<file path="config.mk">
export PLATFORM = sky130hd
export DESIGN_NAME = add_sched_flat
export DESIGN_NICKNAME = d
export VERILOG_FILES = /design/src/rtl/add_sched_pkg.sv /design/src/rtl/add_sched_if.sv /design/src/rtl/add_rsp_fifo.sv /design/src/rtl/add_sched.sv /design/src/flat_wrapper.sv
export SDC_FILE = /design/constraint.sdc
export NUM_CORES = 1
export LEC_CHECK = 0
export BUFFER_PORTS_ARGS = -buffer_cell sky130_fd_sc_hd__buf_2
export CAP_MARGIN = 20
export CORE_MARGIN = 2
export CORE_UTILIZATION = 40
export DETAILED_ROUTE_END_ITERATION = 6
export PLACE_DENSITY_LB_ADDON = 0.1
export SETUP_SLACK_MARGIN = 0.5
export SLEW_MARGIN = 5
export SYNTH_ARGS = -nofsm -noshare
export SYNTH_HDL_FRONTEND = slang
export SYNTH_SLANG_ARGS = --single-unit
</file>
<file path="constraint.sdc">
create_clock -name clk -period 5.1 [get_ports clk]
set_clock_uncertainty 0.05 [all_clocks]
set_input_delay 0.51 -clock clk [delete_from_list [all_inputs] [get_ports clk]]
set_output_delay 0.51 -clock clk [all_outputs]
set_load 0.03 [all_outputs]
</file>
<file path="src/rtl/add_sched_pkg.sv">
// rtl/add_sched_pkg.sv - shared defaults, widths and response type for the adder scheduler
package add_sched_pkg;

  localparam int NREQ_DEF  = 4;
  localparam int WIDTH_DEF = 8;
  localparam int LAT_DEF   = 1;
  localparam int ID_W      = $clog2(NREQ_DEF);

  typedef struct packed {
    logic [ID_W-1:0]    id;
    logic [WIDTH_DEF:0] sum;
  } rsp_t;

  // One slot per adder stage plus the operand register plus one for a same-cycle pop.
  function automatic int depth_of(input int lat);
    return lat + 2;
  endfunction

  function automatic int id_width(input int nreq);
    return (nreq > 1) ? $clog2(nreq) : 1;
  endfunction

endpackage

</file>
<file path="src/rtl/add_sched_if.sv">
// rtl/add_sched_if.sv - requester, adder and response signals of the adder scheduler
interface add_sched_if
  import add_sched_pkg::*;
#(
  parameter int NREQ  = NREQ_DEF,
  parameter int WIDTH = WIDTH_DEF,
  parameter int ID_W  = id_width(NREQ)
);

  logic [NREQ-1:0]             req_valid;
  logic [NREQ-1:0][WIDTH-1:0]  req_a;
  logic [NREQ-1:0][WIDTH-1:0]  req_b;
  logic [NREQ-1:0]             req_ready;

  logic [WIDTH-1:0]            add_a;
  logic [WIDTH-1:0]            add_b;
  logic [WIDTH:0]              add_sum;

  logic                        rsp_valid;
  logic                        rsp_ready;
  logic [ID_W-1:0]             rsp_id;
  logic [WIDTH:0]              rsp_sum;

  modport slave (
    input  req_valid, req_a, req_b, add_sum, rsp_ready,
    output req_ready, add_a, add_b, rsp_valid, rsp_id, rsp_sum
  );

  modport master (
    output req_valid, req_a, req_b, add_sum, rsp_ready,
    input  req_ready, add_a, add_b, rsp_valid, rsp_id, rsp_sum
  );

endinterface

</file>
<file path="src/rtl/add_rsp_fifo.sv">
// rtl/add_rsp_fifo.sv - first-word-fall-through FIFO with registered storage and occupancy count
module add_rsp_fifo #(
  parameter int DEPTH = 3,
  parameter int DW    = 8
) (
  input  logic                         clk,
  input  logic                         rst,
  input  logic                         wr_en,
  input  logic [DW-1:0]                wr_data,
  input  logic                         rd_en,
  output logic [DW-1:0]                rd_data,
  output logic [$clog2(DEPTH+1)-1:0]   count,
  output logic                         full,
  output logic                         empty
);

  localparam int PW = (DEPTH > 1) ? $clog2(DEPTH) : 1;
  localparam int CW = $clog2(DEPTH+1);

  logic [DW-1:0] mem [DEPTH];
  logic [PW-1:0] wr_ptr;
  logic [PW-1:0] rd_ptr;
  logic          do_wr;
  logic          do_rd;

  function automatic logic [PW-1:0] bump(input logic [PW-1:0] p);
    return (p == PW'(DEPTH-1)) ? '0 : p + 1'b1;
  endfunction

  assign empty   = (count == '0);
  assign full    = (count == CW'(DEPTH));
  assign do_rd   = rd_en && !empty;
  // A write into a full FIFO is still safe when the head leaves in the same cycle.
  assign do_wr   = wr_en && (!full || do_rd);
  assign rd_data = mem[rd_ptr];

  always_ff @(posedge clk or posedge rst) begin
    if (rst) begin
      wr_ptr <= '0;
      rd_ptr <= '0;
      count  <= '0;
      for (int i = 0; i < DEPTH; i++) mem[i] <= '0;
    end else begin
      if (do_wr) begin
        mem[wr_ptr] <= wr_data;
        wr_ptr      <= bump(wr_ptr);
      end
      if (do_rd) rd_ptr <= bump(rd_ptr);
      case ({do_wr, do_rd})
        2'b10:   count <= count + 1'b1;
        2'b01:   count <= count - 1'b1;
        default: ;
      endcase
    end
  end

endmodule

</file>
<file path="src/rtl/add_sched.sv">
// rtl/add_sched.sv - round-robin scheduler sharing one registered adder between requesters,
// returning tagged results through a credit-protected response FIFO
module add_sched
  import add_sched_pkg::*;
#(
  parameter int NREQ  = NREQ_DEF,
  parameter int WIDTH = WIDTH_DEF,
  parameter int LAT   = LAT_DEF
) (
  input  logic        clk,
  input  logic        rst,
  add_sched_if.slave  bus
);

  localparam int IDW   = id_width(NREQ);
  localparam int DEPTH = depth_of(LAT);
  localparam int CW    = $clog2(DEPTH+1);
  localparam int RW    = IDW + WIDTH + 1;

  logic [IDW-1:0]          rr_ptr;
  logic [IDW-1:0]          grant_id;
  logic [IDW-1:0]          scan_idx;
  logic [NREQ-1:0]         grant;
  logic                    found;
  logic [CW-1:0]           credits;
  logic                    has_room;
  logic                    accept;
  logic                    pop;
  logic [LAT:0]            pipe_v;
  logic [LAT:0][IDW-1:0]   pipe_id;
  logic [RW-1:0]           fifo_rd;
  logic [CW-1:0]           fifo_count;
  logic                    fifo_full;
  logic                    fifo_empty;
  logic                    unused_fifo;

  always_comb begin
    grant    = '0;
    grant_id = '0;
    found    = 1'b0;
    scan_idx = '0;
    for (int k = 0; k < NREQ; k++) begin
      scan_idx = IDW'((int'(rr_ptr) + k) % NREQ);
      if (!found && bus.req_valid[scan_idx]) begin
        found           = 1'b1;
        grant[scan_idx] = 1'b1;
        grant_id        = scan_idx;
      end
    end
  end

  assign pop      = bus.rsp_valid && bus.rsp_ready;
  // A pop this cycle frees its credit immediately, which keeps full throughput at DEPTH.
  assign has_room = (credits < CW'(DEPTH)) || pop;
  assign bus.req_ready = grant & {NREQ{has_room}};
  assign accept   = |(bus.req_valid & bus.req_ready);

  always_ff @(posedge clk or posedge rst) begin
    if (rst) begin
      rr_ptr    <= '0;
      credits   <= '0;
      bus.add_a <= '0;
      bus.add_b <= '0;
      pipe_v    <= '0;
      pipe_id   <= '0;
    end else begin
      pipe_v  <= {pipe_v[LAT-1:0], accept};
      pipe_id <= {pipe_id[LAT-1:0], grant_id};
      if (accept) begin
        bus.add_a <= bus.req_a[grant_id];
        bus.add_b <= bus.req_b[grant_id];
        rr_ptr    <= (grant_id == IDW'(NREQ-1)) ? '0 : grant_id + 1'b1;
      end
      case ({accept, pop})
        2'b10:   credits <= credits + 1'b1;
        2'b01:   credits <= credits - 1'b1;
        default: ;
      endcase
    end
  end

  // The tag leaves the pipe in the same cycle its sum is valid on add_sum.
  add_rsp_fifo #(
    .DEPTH (DEPTH),
    .DW    (RW)
  ) u_rsp_fifo (
    .clk     (clk),
    .rst     (rst),
    .wr_en   (pipe_v[LAT]),
    .wr_data ({pipe_id[LAT], bus.add_sum}),
    .rd_en   (pop),
    .rd_data (fifo_rd),
    .count   (fifo_count),
    .full    (fifo_full),
    .empty   (fifo_empty)
  );

  assign unused_fifo   = ^{fifo_count, fifo_full};
  assign bus.rsp_valid = !fifo_empty;
  assign bus.rsp_id    = fifo_rd[RW-1 -: IDW];
  assign bus.rsp_sum   = fifo_rd[WIDTH:0];

endmodule

</file>
<file path="src/flat_wrapper.sv">
// flat-port wrapper written by rule: the top's interface ports become plain ports
module add_sched_flat import add_sched_pkg::*;
#(
  parameter int NREQ  = NREQ_DEF,
  parameter int WIDTH = WIDTH_DEF,
  parameter int LAT   = LAT_DEF
)
  (clk, rst, bus_req_valid, bus_req_a, bus_req_b, bus_add_sum, bus_rsp_ready, bus_req_ready, bus_add_a, bus_add_b, bus_rsp_valid, bus_rsp_id, bus_rsp_sum);
  add_sched_if #(.NREQ(NREQ), .WIDTH(WIDTH), .ID_W(ID_W)) bus_i ();
  input  logic clk;
  input  logic rst;
  input wire logic [$bits(bus_i.req_valid)-1:0] bus_req_valid;
  input wire logic [$bits(bus_i.req_a)-1:0] bus_req_a;
  input wire logic [$bits(bus_i.req_b)-1:0] bus_req_b;
  input wire logic [$bits(bus_i.add_sum)-1:0] bus_add_sum;
  input wire logic [$bits(bus_i.rsp_ready)-1:0] bus_rsp_ready;
  output wire logic [$bits(bus_i.req_ready)-1:0] bus_req_ready;
  output wire logic [$bits(bus_i.add_a)-1:0] bus_add_a;
  output wire logic [$bits(bus_i.add_b)-1:0] bus_add_b;
  output wire logic [$bits(bus_i.rsp_valid)-1:0] bus_rsp_valid;
  output wire logic [$bits(bus_i.rsp_id)-1:0] bus_rsp_id;
  output wire logic [$bits(bus_i.rsp_sum)-1:0] bus_rsp_sum;
  assign bus_i.req_valid = bus_req_valid;
  assign bus_i.req_a = bus_req_a;
  assign bus_i.req_b = bus_req_b;
  assign bus_i.add_sum = bus_add_sum;
  assign bus_i.rsp_ready = bus_rsp_ready;
  assign bus_req_ready = bus_i.req_ready;
  assign bus_add_a = bus_i.add_a;
  assign bus_add_b = bus_i.add_b;
  assign bus_rsp_valid = bus_i.rsp_valid;
  assign bus_rsp_id = bus_i.rsp_id;
  assign bus_rsp_sum = bus_i.rsp_sum;
  add_sched #(.NREQ(NREQ), .WIDTH(WIDTH), .LAT(LAT)) u_core (.clk(clk), .rst(rst), .bus(bus_i));
endmodule
</file>
==> flow_summary.ini, run 1 <==
[finish]
fillers = 842
final_core_util = 0.495
design_area_um2 = 4530
diodes = 0
area_growth_syn_to_layout_pct = 20.8
seq_area_um2 = 1630
layout-drive-gt1-share = 0.521
multi_input_comb_area_um2 = 1980
nets = 490

[timing]
max_slew_margin = 0.458
report.final.setup_viol = 0
finalCritPeriodShare = 0.795
tightestPinTransition_ps = 813
max_freq_mhz = 247
drv_slew = 0
hold_viol = 0
fin_crit_ps = 4050
setup_ws_ps = 1050
setup_tns_ps = 0
rsz0062_at_grt = no

[synthesis]
syn_inst = 294
synth_top_family_by_area = multiplexers
synthSimpleGateAreaFrac = 0.0640
synth_compound_area_frac = 0.0920
yosysWarnings = 0
synth_nets = 383
netlist_area_um2 = 3750
synth_seq_cells = 65
async_reset_ff_frac = 1.00
synthMuxAreaShare = 0.318
yosys_most_used_dff = dfrtp_1
synth_cell_types = 47
yosysSeqAreaShare = 0.433
synth.avg_cell_area_um2 = 12.8
synth_edf_count = 0
synth_xor_area_frac = 0.0163
synth_fa_ha_area_frac = 0.0300

[routing]
post-route-drc-count = 0
viasPerCell = 5.30
routed_wl_um = 8100
num_vias = 2735
wire_per_inst_um = 15.7
drt_iter0_markers = 87
dr.pass1.iters = 4
drtAntennaViolNets = 0

[cts]
cts_resized = 0
htree_levels = 3
clock_path_buffers = 2
clk_pin_slew_ps = 60
clk_latency_ps = 330
ctsHoldBuffers = 0
cts-root-buf = clkbuf_8
cts_sinks = 65
cts_setup_buffers = 0
cts_buffers = 9
cts_tree = built

[global_routing]
grt-ovfl-total = 0
grt_pass1_wl_um = 13200
grt_start_max_net_pins = 66
antenna_found_initial = 0
grt_usage = 0.166
grt_pass1_vias = 2676

[place]
gp_congestion = 0.774
hpwl_um = 5870
postPlaceCellArea_um2 = 4370
place_ws_ps = 1060
port_buffers = 111

[die]
num_rows = 35
coreArea_um2 = 9150
io_pins = 112
dieArea_um2 = 10200
initial_core_util = 0.410
die_x_um = 101
die_h_um = 101

[power]
p_int_w = 0.00208
power.share.switching = 0.423
power.density_nw_per_um2 = 796
vdd_drop_max_mv = 0.411
p_sw_w = 0.00153
clockPowerShare = 0.102
combPwrFrac = 0.618
p_seq_frac = 0.279
leakage_nw = 2.12

[critical_path]
startpoint_type = flop
cp.required_ps = 5260
crit_type = reg2reg
critPathMaxStageDelay_ps = 740
slowest_stage = dfrtp_1
crit_path_cell_trace = inv_1, ha_1, mux4_2, nand3b_1, a221oi_1, a221oi_2, a31oi_4, buf_4, mux2_4
worstPathArrival_ps = 4210
crit_fanout = 17
critPathCaptureType = flop

[run_status]
status = completed

[hold_path]
hp-class = reg2reg

[run]
drv_cap = 0
-- stage by stage --
stage                     power [W]  cells  hold slack [ps]
final                       0.00361    516              301
after global routing        0.00390    516              306
after CTS                   0.00366    516              301
after detailed placement    0.00329    501              286
after global placement      0.00326    501              283
after floorplan             0.00284    294              281
-- worst paths after layout --
check                      slack (ps)                   to         startpoint  depth (start not counted)
min reg2reg                       300    u_core.pipe_id[2]  u_core.pipe_id[0]                          0
min                               300    u_core.pipe_id[2]  u_core.pipe_id[0]                          0
max                              1050  u_core.bus.add_a[1]               flop                          9
max in group asynchronous        4110    u_core.credits[0]                rst                          3
max reg2reg                      1050  u_core.bus.add_a[1]               flop                          9
min in group asynchronous         360  u_core.bus.add_b[4]                rst                          3
-- cells in the mapped netlist (all sizes together), types with 2 or more instances --
| cell type | number | area share |
|---|---|---|
| dfrtp | 65 | 0.43 |
| mux2 | 52 | 0.17 |
| nand2 | 23 | 0.023 |
| mux4 | 19 | 0.11 |
| o21ai | 16 | 0.021 |
| buf | 13 | 0.029 |
| mux2i | 12 | 0.032 |
| inv | 10 | 0.010 |
| ha | 9 | 0.030 |
| a21oi | 8 | 0.012 |
| clkbuf | 7 | 0.0070 |
| nor2 | 7 | 0.0070 |
| nor2b | 6 | 0.010 |
| a21o | 4 | 0.0080 |
| a22oi | 4 | 0.0080 |
| xnor2 | 4 | 0.0093 |
| a221o | 3 | 0.0087 |
| a221oi | 3 | 0.010 |
| nor3 | 3 | 0.0040 |
| o22ai | 3 | 0.0050 |
| xor2 | 3 | 0.0070 |
| a22o | 2 | 0.0047 |
| nand3b | 2 | 0.0040 |
| o21a | 2 | 0.0040 |
| or3b | 2 | 0.0047 |
-- sequential cells by signal, summed over array words and instances, names as in the netlist, named ones only --
name,cells
u_core.bus.add_b,8
u_core.u_rsp_fifo.count,2
u_core.u_rsp_fifo.wr_ptr,2
u_core.pipe_v,2
u_core.pipe_id,4
u_core.u_rsp_fifo.mem,33
u_core.rr_ptr,1
u_core.bus.add_a,8
u_core.u_rsp_fifo.rd_ptr,2
u_core.credits,2
-- per-layer routing --
layer  vias up  global-route usage  wire length, um
li1       1290                   -                -
met1      1325               0.227             3630
met2       112               0.264             3870
met3         8              0.0340              510
met4         0              0.0569               84
met5         -                   0                0
-- final cells by class --
cell class,count,share of cell area
timing repair buffer,116,0.131
tap,111,0.0306
inverter,10,0.00828
clock buffer,12,0.0320
sequential,65,0.359
multi-input combinational,199,0.436
clock inverter,3,0.00386
-- power groups by stage --
stage | combinational, W | sequential [W] | clock [W]
2_1_floorplan | 0.00179 | 0.00106 | 0
3_3_place_gp | 0.00224 | 0.00101 | 0
3_5_place_dp | 0.00227 | 0.00102 | 0
4_1_cts | 0.00227 | 0.00101 | 0.000384
5_1_grt | 0.00244 | 0.00105 | 0.000410
6_report | 0.00223 | 0.00101 | 0.000370
-- worst max-delay path, delay by kind of cell, from the launching register on --
kind	cells	cell delay, ps
buffers and inverters	2	600
AO/OA/AOI/OAI	3	880
multiplexers	2	960
adder cells (fa/ha/maj)	1	460
flip-flops	1	740
AND/OR/NAND/NOR	1	230
-- kinds of logic after synthesis --
| group | count (synthesis) |
|---|---|
| xor+xnor | 7 |
| simple gates | 50 |
| mux | 83 |
| flops | 65 |
| fa+ha+maj | 9 |
| buf+inv | 30 |
| compound gates | 50 |
-- cells in the final DEF (no fill, tap or decap), types with 3 or more instances in the layout --
master / Yosys / routed
mux2i_1: 12 / 12
nor2b_1: 6 / 6
a21oi_1: 7 / 7
buf_4: 0 / 5
o21ai_0: 15 / 15
buf_2: 4 / 111
dfrtp_1: 65 / 65
o22ai_1: 3 / 3
mux2_4: 16 / 16
a22oi_1: 4 / 4
inv_1: 9 / 8
nor3_1: 3 / 3
mux4_2: 19 / 19
nor2_1: 7 / 7
a21o_1: 4 / 4
nand2_1: 23 / 23
clkbuf_8: 0 / 10
ha_1: 9 / 9
mux2_2: 36 / 36
xor2_1: 3 / 3
xnor2_1: 4 / 4
Power figures use the tool's default switching activity.
==> inputs of run 2 (changes only) <==
--- a/config.mk
+++ b/config.mk
@@ -5,6 +5,7 @@
 export SDC_FILE = /design/constraint.sdc
 export NUM_CORES = 1
 export LEC_CHECK = 0
+export ABC_AREA = 1
 export BUFFER_PORTS_ARGS = -buffer_cell sky130_fd_sc_hd__buf_2
 export CAP_MARGIN = 20
 export CORE_MARGIN = 2
==> constraint.sdc (replaced) <==
create_clock -name clk -period 3.88 [get_ports clk]
set_clock_uncertainty 0.05 [all_clocks]
set_input_delay 0.388 -clock clk [delete_from_list [all_inputs] [get_ports clk]]
set_output_delay 0.388 -clock clk [all_outputs]
set_load 0.03 [all_outputs]
==> run 2 against run 1 <==
Register-to-register slack got worse by 210 ps. Via count increased by 25%. Sequential share of layout area grew 0.45 points. First-iteration DRC count up 78%. Hold slack got worse by 24 ps. Worst setup slack lost 210 ps. Non-clock buffer count grew 2. Synthesized area decreased by 3.1%. Count of clock-buffer cells in the layout is 3 lower. Wire length grew 12%. Critical endpoint is now u_core.bus.add_a[3]. Largest cell class unchanged.
==> flow_summary.ini, run 2 <==
[place]
hpwl_um = 6570
gp_congestion = 0.864
port_buffers = 111

[routing]
post-route-drc-count = 0
drtAntennaViolNets = 0
dr.pass1.iters = 4
drt_iter0_markers = 155
wire_per_inst_um = 12.8
viasPerCell = 4.83
num_vias = 3423
routed_wl_um = 9070

[synthesis]
synth_nets = 576
yosys_most_used_dff = dfrtp_1
synth_seq_cells = 65
yosysSeqAreaShare = 0.447
async_reset_ff_frac = 1.00
synth.cells.most_frequent = nand2_1 (182), nand3_1 (77), dfrtp_1 (65)
synth_top_cell_by_area = dfrtp_1
netlist_area_um2 = 3640
syn_inst = 487
synth.avg_cell_area_um2 = 7.47
synth_edf_count = 0
yosysWarnings = 0
synthTopCellsByArea = dfrtp_1 (45%), nand2_1 (19%), nand3_1 (11%)
synth_cell_types = 27
synthMostInstantiatedCell = nand2_1
synth_top_area_share = 0.447

[timing]
hold_viol = 0
max_slew_margin = 0.389
tightestPinTransition_ps = 913
finalCritPeriodShare = 0.783
rsz0062_at_grt = no
setup_tns_ps = 0
report.final.setup_viol = 0
drv_slew = 0
max_freq_mhz = 329
fin_crit_ps = 3040

[die]
num_rows = 34
die_x_um = 99.4
coreArea_um2 = 8760
dieArea_um2 = 9870
initial_core_util = 0.415
io_pins = 112
die_h_um = 99.4

[finish]
area_growth_syn_to_layout_pct = 23.3
reg_top3 = u_core.u_rsp_fifo.mem x33, u_core.bus.add_a x8, u_core.bus.add_b x8
diodes = 0
most-common-layout-cells = nand2_1 (182), buf_2 (111), nand3_1 (77)
regMostFlops = u_core.u_rsp_fifo.mem
layout_commonest_cell = nand2_1
nets = 684
layout-drive-gt1-share = 0.258
largest_register_ffs = 33

[global_routing]
grt_usage = 0.191
grt_start_max_net_pins = 52
grt-ovfl-total = 0
antenna_found_initial = 0
grt_pass1_vias = 3197
grt_pass1_wl_um = 15100

[cts]
cts_sinks = 65
clk_latency_ps = 340
cts_tree = built
cts-root-buf = clkbuf_8
clk_pin_slew_ps = 80
clock_path_buffers = 2
htree_levels = 3
cts_buffers = 9

[critical_path]
path_buf_inv = 3
rr_worst_depth = 14
crit_path_cell_trace = inv_2, ha_1, inv_2, nand3_1, nand2_1, nor2_2, nand2_1, nand3_1, nand2_2, inv_2, nand2_1, nand3_1, nand3_1, nand2_1
crit_type = reg2reg
cp_top_family = simple AND/OR/NAND/NOR gates
worstPathArrival_ps = 3260
startpoint_type = flop
critPathMaxStageDelay_ps = 540
slowest_stage = inv_2
cp.required_ps = 4110
critPathCaptureType = flop
crit_fanout = 34
cp.depth = 14

[hold_path]
hold_depth = 3
hp-class = in2reg

[run_status]
status = completed

[run]
drv_cap = 0
-- run 2: cell types whose count changed after synthesis, moves of 16 or more --
cell     before  now
o21ai_0      15   42
mux2_4       16    0
nand3_1       1   77
inv_1         9   41
nand2_1      23  182
mux2_2       36    0
mux4_2       19    0
-- run 2: path summary, 6_finish.rpt --
path	startpoint	end	slack, ps
worst max-delay path	u_core.rr_ptr[1]	u_core.bus.add_a[3]	840
worst min-delay path	bus_add_sum[2]	u_core.u_rsp_fifo.mem[13]	280
worst max register to register	u_core.rr_ptr[1]	u_core.bus.add_a[3]	840
worst min register to register	u_core.pipe_id[1]	u_core.pipe_id[3]	300
max in group asynchronous	rst	u_core.u_rsp_fifo.mem[1]	2530
min in group asynchronous	rst	u_core.bus.add_b[5]	490
-- run 2: area by class of cell --
type | count | area [um^2]
inverter | 46 | 173
timing repair buffer | 118 | 623
clock buffer | 9 | 124
tap | 108 | 135
clock inverter | 7 | 75.1
multi-input combinational | 355 | 1730
fill | 876 | 4280
sequential | 65 | 1630
-- run 2: what timing repair did --
action,in CTS,in global routing
endpoints found under the hold margin,0,10
hold buffers,0,1
setup buffers,0,3
gates resized for setup,0,4
setup endpoints to repair,0,18
-- run 2: logic make-up after synthesis --
kind of cell,after synthesis,synth area share
flops,65,0.447
buf+inv,67,0.0781
xor+xnor,5,0.0120
simple gates,277,0.329
fa+ha+maj,9,0.0310
compound gates,64,0.103
-- run 2: through the flow --
step                      setup WS, ps  instance area, um^2   util  hold slack, ps  std cells
final                              840                 4490  0.512             278        708
after floorplan                    971                 3640      -             281        487
after detailed placement           640                 4230  0.483             285        687
after global placement             687                 4230  0.483             283        687
after global routing               534                 4490  0.512             278        708
after CTS                          618                 4430  0.506             256        703
-- run 2: layer usage --
metal  vias to the layer above  global-route usage  wire length, um
li1                       1792                   -                -
met1                      1516               0.277             4590
met2                       111               0.281             3870
met3                         4              0.0471              558
met4                         0              0.0590               58
met5                         -                   0                0
-- run 2: worst min-delay path, stage by stage --
cell	delay, ps
buf_2	90
inv_1	60
o21ai_0	80
Power of run 2 is not shown: default switching activity piles up to over one toggle a cycle in this logic, so the estimate is an artifact.
